### src/rtl/pattern_sequencer.sv
// Test-pattern sequencer: picks the pattern code shown each frame and
// computes the horizontal ramp increment with a serial divider.
//
// Ports:
//   clk_in, reset        clock, synchronous active-high reset
//   vn_in                vertical sync level; rising edge starts a frame
//   total_active_pix     active pixels per line (ramp divisor)
//   auto_en              1 = cycle patterns every HOLD_FRAMES frames
//   manual_pattern/load  request a specific pattern at the next frame
//   next_req             request a one-step advance at the next frame
//   pattern              current pattern code
//   ramp_step            floor(2^(B+FRACTIONAL_BITS) / total_active_pix)
//   busy                 divider running
//   frame_tick           one-cycle pulse on each vn_in rising edge
module pattern_sequencer #(
   parameter int B               = 8,
   parameter int X_BITS          = 13,
   parameter int FRACTIONAL_BITS = 12,
   parameter int NUM_PATTERNS    = 6,
   parameter int HOLD_FRAMES     = 60
) (
   input  logic                         clk_in,
   input  logic                         reset,
   input  logic                         vn_in,
   input  logic [X_BITS-1:0]            total_active_pix,
   input  logic                         auto_en,
   input  logic [7:0]                   manual_pattern,
   input  logic                         manual_load,
   input  logic                         next_req,
   output logic [7:0]                   pattern,
   output logic [B+FRACTIONAL_BITS-1:0] ramp_step,
   output logic                         busy,
   output logic                         frame_tick
);

   localparam int W = B + FRACTIONAL_BITS;
   localparam int CW = $clog2(W + 1);
   localparam logic [CW-1:0] CNT_LAST = CW'(W);
   localparam logic [7:0] LAST_PAT = 8'(NUM_PATTERNS - 1);
   localparam logic [15:0] HOLD_LAST = 16'(HOLD_FRAMES - 1);
   localparam logic [W:0] NUM_INIT = {1'b1, {W{1'b0}}};

   // ---------------- pattern selection ----------------
   logic        vn_q;
   logic [15:0] hold_cnt;
   logic        man_pend;
   logic [7:0]  man_val;
   logic        adv_pend;
   logic        legal;
   logic        auto_adv;
   logic [7:0]  next_pat;

   // vn_q resets high so a sync already high at release is not a new frame
   assign frame_tick = vn_in & ~vn_q & ~reset;
   assign legal = manual_pattern < 8'(NUM_PATTERNS);
   assign auto_adv = auto_en && (hold_cnt == HOLD_LAST);
   assign next_pat = (pattern == LAST_PAT) ? 8'd0 : pattern + 8'd1;

   always_ff @(posedge clk_in) begin
      if (reset) begin
         vn_q     <= 1'b1;
         pattern  <= '0;
         hold_cnt <= '0;
         man_pend <= 1'b0;
         man_val  <= '0;
         adv_pend <= 1'b0;
      end else begin
         vn_q <= vn_in;
         if (frame_tick) begin
            if (man_pend)
               pattern <= man_val;
            else if (adv_pend || auto_adv)
               pattern <= next_pat;
            if (man_pend || adv_pend || auto_adv)
               hold_cnt <= '0;
            else if (auto_en)
               hold_cnt <= hold_cnt + 16'd1;
            // requests arriving on the tick itself wait for the next frame
            man_pend <= manual_load && legal;
            adv_pend <= next_req;
         end else begin
            if (manual_load && legal)
               man_pend <= 1'b1;
            if (next_req)
               adv_pend <= 1'b1;
         end
         if (manual_load && legal)
            man_val <= manual_pattern;
      end
   end

   // ---------------- ramp divider ----------------
   typedef enum logic [1:0] {IDLE, DIV, DONE} state_t;

   state_t            state, state_nx;
   logic              start_pend;
   logic [X_BITS-1:0] dvs;
   logic [X_BITS-1:0] rem;
   logic [W:0]        num;
   logic [W:0]        quo;
   logic [CW-1:0]     cnt;
   logic [X_BITS:0]   trial;
   logic              ge;

   assign trial = {rem, num[W]};
   assign ge = trial >= {1'b0, dvs};
   assign busy = (state != IDLE);

   always_ff @(posedge clk_in) begin
      if (reset)
         state <= IDLE;
      else
         state <= state_nx;
   end

   always_comb begin
      state_nx = state;
      case (state)
         IDLE:
            if (start_pend || (total_active_pix != dvs))
               state_nx = (total_active_pix == '0) ? DONE : DIV;
         DIV:
            if (cnt == CNT_LAST)
               state_nx = DONE;
         DONE:
            state_nx = IDLE;
         default:
            state_nx = IDLE;
      endcase
   end

   always_ff @(posedge clk_in) begin
      if (reset) begin
         start_pend <= 1'b1;
         dvs        <= '0;
         rem        <= '0;
         num        <= '0;
         quo        <= '0;
         cnt        <= '0;
         ramp_step  <= '0;
      end else begin
         case (state)
            IDLE:
               if (state_nx != IDLE) begin
                  start_pend <= 1'b0;
                  dvs        <= total_active_pix;
                  rem        <= '0;
                  num        <= NUM_INIT;
                  quo        <= '0;
                  cnt        <= '0;
               end
            DIV: begin
               rem <= ge ? X_BITS'(trial - {1'b0, dvs}) : X_BITS'(trial);
               num <= num << 1;
               quo <= {quo[W-1:0], ge};
               cnt <= cnt + CW'(1);
            end
            DONE:
               // divisor 0 or 1 overflows the output width
               ramp_step <= (dvs == '0 || quo[W]) ? '1 : quo[W-1:0];
            default: ;
         endcase
      end
   end

endmodule

### config.mk
export PLATFORM = sky130hd
export DESIGN_NAME = pattern_sequencer
export DESIGN_NICKNAME = d
export VERILOG_FILES = /design/src/rtl/pattern_sequencer.sv
export SDC_FILE = /design/constraint.sdc
export NUM_CORES = 1
export LEC_CHECK = 0
export ABC_CLOCK_PERIOD_IN_PS = 2270
export CORE_MARGIN = 2
export CORE_UTILIZATION = 35
export CTS_BUF_LIST = sky130_fd_sc_hd__clkbuf_8
export CTS_CLUSTER_DIAMETER = 150
export DETAILED_ROUTE_END_ITERATION = 8
export DONT_BUFFER_PORTS = 1
export PLACE_DENSITY = 0.52
export SETUP_SLACK_MARGIN = 0.05
export SLEW_MARGIN = 20
export SYNTH_ARGS = -nofsm -noshare
export SYNTH_HDL_FRONTEND = slang
export SYNTH_SLANG_ARGS = --single-unit
### constraint.sdc
create_clock -name clk_in -period 2.27 [get_ports clk_in]
set_input_delay 0.454 -clock clk_in [delete_from_list [all_inputs] [get_ports clk_in]]
set_output_delay 0.454 -clock clk_in [all_outputs]
set_load 0.1 [all_outputs]
# After elaboration in Yosys (flattened, before gate mapping)
# Cells that the tools add are included.
word_totals:
  out_inout_bits: 30
  inputBits: 27
  register_bits: 131
  word_cells: 75
classes:
  n_reduce_logical: 21
  n_bitwise: 4
  n_eq_ne: 7
  mux: 23
  add_sub_neg: 4
  magnitude_cmp: 2
op_table:
  columns: ["op", "n"]
  rows:
  - ["case mux 21 bit (2 select lines)", 2]
  - ["two-way mux 21 bit", 2]
  - ["two-way mux 16 bit", 2]
  - ["zero test 13 bit", 2]
  - ["two-way mux 13 bit", 2]
  - ["case mux 13 bit (2 select lines)", 1]
  - ["two-way mux 8 bit", 3]
  - ["two-way mux 20 bit", 1]
  - ["adder 16 x 1 -> 16 bit, second input constant", 1]
  - ["equality test 16 x 6 -> 1 bit, second input constant", 1]
  - [">= comparator 14 x 13 -> 1 bit", 1]
  - ["nonzero test 2 bit", 7]
  - ["inequality test 13 bit", 1]
  - ["subtractor 13 bit", 1]
  - ["case mux 5 bit (2 select lines)", 1]
  - ["adder 8 x 1 -> 8 bit, second input constant", 1]
  - ["equality test 8 x 3 -> 1 bit, second input constant", 1]
  - ["less-than comparator 8 x 3 -> 1 bit, second input constant", 1]
  - ["AND reduction 2 bit", 4]
  - ["two-way mux 2 bit", 3]
  - ["adder 5 x 1 -> 5 bit, second input constant", 1]
  - ["equality test 5 bit, second input constant", 1]
  - ["logical OR 1 bit", 5]
  - ["two-way mux 5 bit", 1]
  - ["9 further kinds", 15]

# Logic depth before layout (Yosys ltp)
logic_depth:
  ltp_word: 7
  depth_mapped: 11
  depth_no_buf: 10

# Worst setup path before layout
# Ideal clock, no wire load.
synth_timing:
  kind: "register to register"
  startpoint: "register pattern[0]"
  endpoint: "register pattern[0]"
  path_slack_ns: -0.144
  period_less_slack_ns: 2.414
  n_path_buf: 1
  t_arrival_ns: 2.285
  setup_time_ns: 0.130
  t_required_ns: 2.140
  stages_incl_launch_ff: 8
  path_cell_list: "dfxtp_1 ha_1 nor4b_1 a31o_2 clkbuf_1 nor2_1 a211oi_2 nor3_2"
synth_via:
  elab_chain_len: 4
  word_cells_on_any_way: 5
  classes_between: "add/sub (1); eq/ne (1); mux (3)"
synth_rtl:
  columns: ["item", "line", "text"]
  rows:
  - ["from (decl)", "30", "output logic [7:0] pattern,"]
  - ["from (signal assigned)", "71", "pattern <= man_val;"]
  - ["from (signal assigned)", "73", "pattern <= next_pat;"]
  - ["adder 8 x 1 -> 8 bit / equality test 8 x 3 -> 1 bit (equally long branches)", "57", "assign next_pat = (pattern == LAST_PAT) ? 8'd0 : pattern + 8'd1;"]
  - ["two-way mux 8 bit *", "57", null]
  - ["two-way mux 8 bit *", "72", "else if (adv_pend || auto_adv)"]
  - ["two-way mux 8 bit *", "70", "if (man_pend)"]
# Every way passes the cells marked *; elsewhere a longest branch is shown, timed or not. The select of a mux whose other input is x is not followed.
# A chain may end at the register's enable or synchronous reset.

# Worst setup path after layout
layout_timing:
  startpoint: "register num[20]"
  endpoint: "register rem[4]"
layout_via:
  elab_chain_len: 3
  word_cells_on_any_way: 4
  classes_between: "add/sub (1); order compare (1); mux (2)"
layout_rtl:
  columns: ["item", "line", "text"]
  rows:
  - ["from (decl)", "99", "logic [W:0] num;"]
  - ["from (signal assigned)", "154", "num <= num << 1;"]
  - ["subtractor 13 bit / >= comparator 14 x 13 -> 1 bit (equally long branches)", "153, 106", null]
  - ["two-way mux 13 bit *", "153", "rem <= ge ? X_BITS'(trial - {1'b0, dvs}) : X_BITS'(trial);"]
  - ["case mux 13 bit (2 select lines) *", "142", "case (state)"]
  - ["to (signal assigned)", "153", null]
  - ["to (decl)", "98", "logic [X_BITS-1:0] rem;"]
# Every way passes the cells marked *; elsewhere a longest branch is shown, timed or not.

==> reports/metrics.cfg <==
[run_status]
outcome = finished, final reports clean

[placed_design]
dp_slack_ns = -0.0455
routabilityCongestion = 0.826
post-dp-hpwl_um = 8520
postPlaceCellArea_mm2 = 0.00573
io_buffers = 0

[timing]
final.setup.worst_slack_ns = 0.0592
post-route-min-period_ns = 2.21
finalClockSkew_ns = 0.0135
slew_violations = 0
min_period_over_period = 0.974
clock.fmax_mhz = 452
hold_viol = 0
grt_setup_unrepaired = yes
max_slew_margin = 0.708
fin_setup_tns_ns = 0
setup_viol = 0
hold_ws_ns = 0.131
tightest_slew_ns = 0.434

[setup_path]
ff2ff_path_depth = 10
arrival_ns = 2.48
r2r-end = rem[4]
required_ns = 2.54
crit_start = num[20]
crit_fanout = 5
endpoint_kind = flip-flop
rrSetupSlack_ns = 0.06
crit_type = reg -> reg
r2r_start = num[20]
cp-start-kind = flip-flop

[routing]
routed_via_density = 5.21
first_iter_violations = 335
wl_per_cell_um = 14.6
routed_wl_um = 12400
drc_errors = 0
drt_pass1_iterations = 4
route.vias.total = 4434
final_antenna_net_count = 0

[synthesis]
yosys_most_used_dff = dfxtp_1
syn_inst = 626
ys_types = 59
synth_edf_count = 0
synth_top_area_cell = dfxtp_1
async_flop_share = 0
synth_fp_nets = 672
yosys_warnings = 0
synth_top_area_share = 0.424
ys_ff_latch = 111
synth-seq-area-share = 0.424
synth.avg_cell_area_um2 = 8.38
synthesis.area_mm2 = 0.00525
synthTopCellsByArea = dfxtp_1 (42%), nor2_1 (8.9%), a22oi_1 (4.9%)

[global_routing]
grt_pass1_wl_um = 20200
track_usage = 0.154
grtUsageMet2 = 0.247
gr-total-overflow = 0
use_met3 = 0.0451
grt_max_degree = 87
grt-busiest-layer = met2
grt.met1_usage = 0.200
grt_pass1_vias = 4265
antenna_found_initial = 0

[pwr]
p_seq_frac = 0.443
intPower_w = 0.00328
clockPowerShare = 0.250
p_sw_w = 0.00155
comb_power_share = 0.307
ir_drop_mv = 0.315
powerDensity_mw_per_mm2 = 782
leakage_nw = 2.40
switching_share = 0.321

[floorplan]
die_h_um = 126
io_pins = 57
dieArea_mm2 = 0.0160
initial_core_util = 0.360
rows = 44
coreArea_mm2 = 0.0146
die_w_um = 126

[min_path]
timing.hold.worst.start = reset
hold_class = in -> reg
worstHoldEndpoint = dvs[6]
holdPathStages = 1

[cts]
cts_inserted_buffers = 9
clockBufferDepth = 2
clkLatencyLatePin_ns = 0.39
root_buffer = clkbuf_8
cts_tree = built
cts_num_sinks = 111
cts_hold_buf = 0
cts.clk_slew.worst_paths_ns = 0.11
htree_levels = 3

[layout]
final_core_util = 0.423
n_antenna_cell = 0
nets = 708
syn_to_final_growth_pct = 17.7
final_cell_area_mm2 = 0.00618
post_route_cells_drive_above_1_share = 0.189

[flow_run]
cap_violations = 0

[cells in the final DEF, fill, tap and decap left out, drive strengths merged, types with 3 or more instances in the layout]
cell type / n
nor2: 125
dfxtp: 111
buf: 54
a21oi: 42
nor3: 36
a22oi: 34
nand2: 32
inv: 27
o21ai: 25
xor2: 22
ha: 18
nand3: 15
xnor2: 14
clkbuf: 10
and2: 10
nor4: 9
nor2b: 7
a211oi: 7
or3: 6
nand2b: 6
nand4: 6
o31ai: 6
mux2i: 5
o21a: 4
or4: 3
and3: 3
nand3b: 3
a21o: 3
[flip-flops by register name (all words and copies together) (netlist names), 2 cells and up]
signal / flops
dvs: 13
cnt: 5
hold_cnt: 16
ramp_step: 20
rem: 13
quo: 21
state: 2
man_val: 8
pattern: 8
[worst max path at each step]
stage | endpoint | slack (ns) | cells past startpoint
after global placement | rem[12] | 0.06 | 10
after global routing | rem[4] | -0.008 | 10
after detailed placement | rem[10] | -0.05 | 10
after floorplan | rem[3] | 0.07 | 9
after CTS | rem[3] | 0.07 | 8
final | rem[4] | 0.06 | 10
[layout make-up]
cell class | instances | area (µm²)
timing repair buffer | 55 | 448
fill | 1440 | 8410
inverter | 24 | 90.1
clock inverter | 7 | 71.3
sequential | 111 | 2230
clock buffer | 9 | 124
tap | 184 | 230
multi-input combinational | 461 | 2980
[timing repair]
action	4_1_cts	5_1_grt
pin swaps	2	5
gates resized for setup	5	43
buffers inserted	0	3
cloned	0	1
hold endpoints to repair	0	0
setup endpoints to repair	14	14
[routing by layer]
| metal | up-vias | part of all wire |
|---|---|---|
| li1 | 2246 | - |
| met3 | 14 | 0.044 |
| met5 | - | 0 |
| met1 | 2083 | 0.48 |
| met2 | 91 | 0.46 |
| met4 | 0 | 0.012 |
[through the flow]
step / total power, W / std cells
4_1_cts: 0.00457 / 847
5_1_grt: 0.00512 / 851
3_3_place_gp: 0.00329 / 831
2_1_floorplan: 0.00305 / 626
3_5_place_dp: 0.00330 / 831
6_report: 0.00483 / 851
[logic make-up after synthesis]
group / count (synthesis) / synth area share
and+or+nand+nor: 269 / 0.248
AOI/OAI and AO/OA: 132 / 0.164
DFF: 111 / 0.424
buffers and inverters: 54 / 0.0482
xor gates and xnor gates: 36 / 0.0601
adders and majority gates: 19 / 0.0467
muxes: 5 / 0.00954
[power groups by stage]
stage | Clock (W) | Combinational [W] | Sequential (W)
CTS | 0.00127 | 0.00119 | 0.00212
detailed placement | 0 | 0.00114 | 0.00216
finish | 0.00121 | 0.00148 | 0.00214
floorplan | 0 | 0.000900 | 0.00215
global placement | 0 | 0.00113 | 0.00216
global route | 0.00135 | 0.00161 | 0.00215
[worst max-delay path: stages (launching register included)]
cell and delay, ns:
dfxtp_2 0.34, inv_2 0.06, ha_4 0.13, inv_2 0.03, fa_2 0.34, a21oi_2 0.19, o22ai_2 0.11, o21a_4 0.24
o31ai_4 0.31, buf_2 0.22, o21ai_0 0.11
[synth_stat cells, drive strengths merged (2+ instances only)]
cell / count
buf: 12
nand4: 6
nor4: 9
nor2: 125
and3: 3
dfxtp: 111
or3: 6
inv: 24
o31ai: 6
nor3b: 2
or4: 3
and2: 10
o21ai: 25
nand2b: 6
xor2: 22
nor2b: 7
nand3b: 3
a22o: 2
nand3: 15
ha: 18
a21o: 3
nand2: 32
a211oi: 7
mux2i: 5
a21oi: 42
o21a: 4
nor3: 36
nand4b: 2
xnor2: 14
clkbuf: 18
a22oi: 34
(Power assumes the default switching activity.)
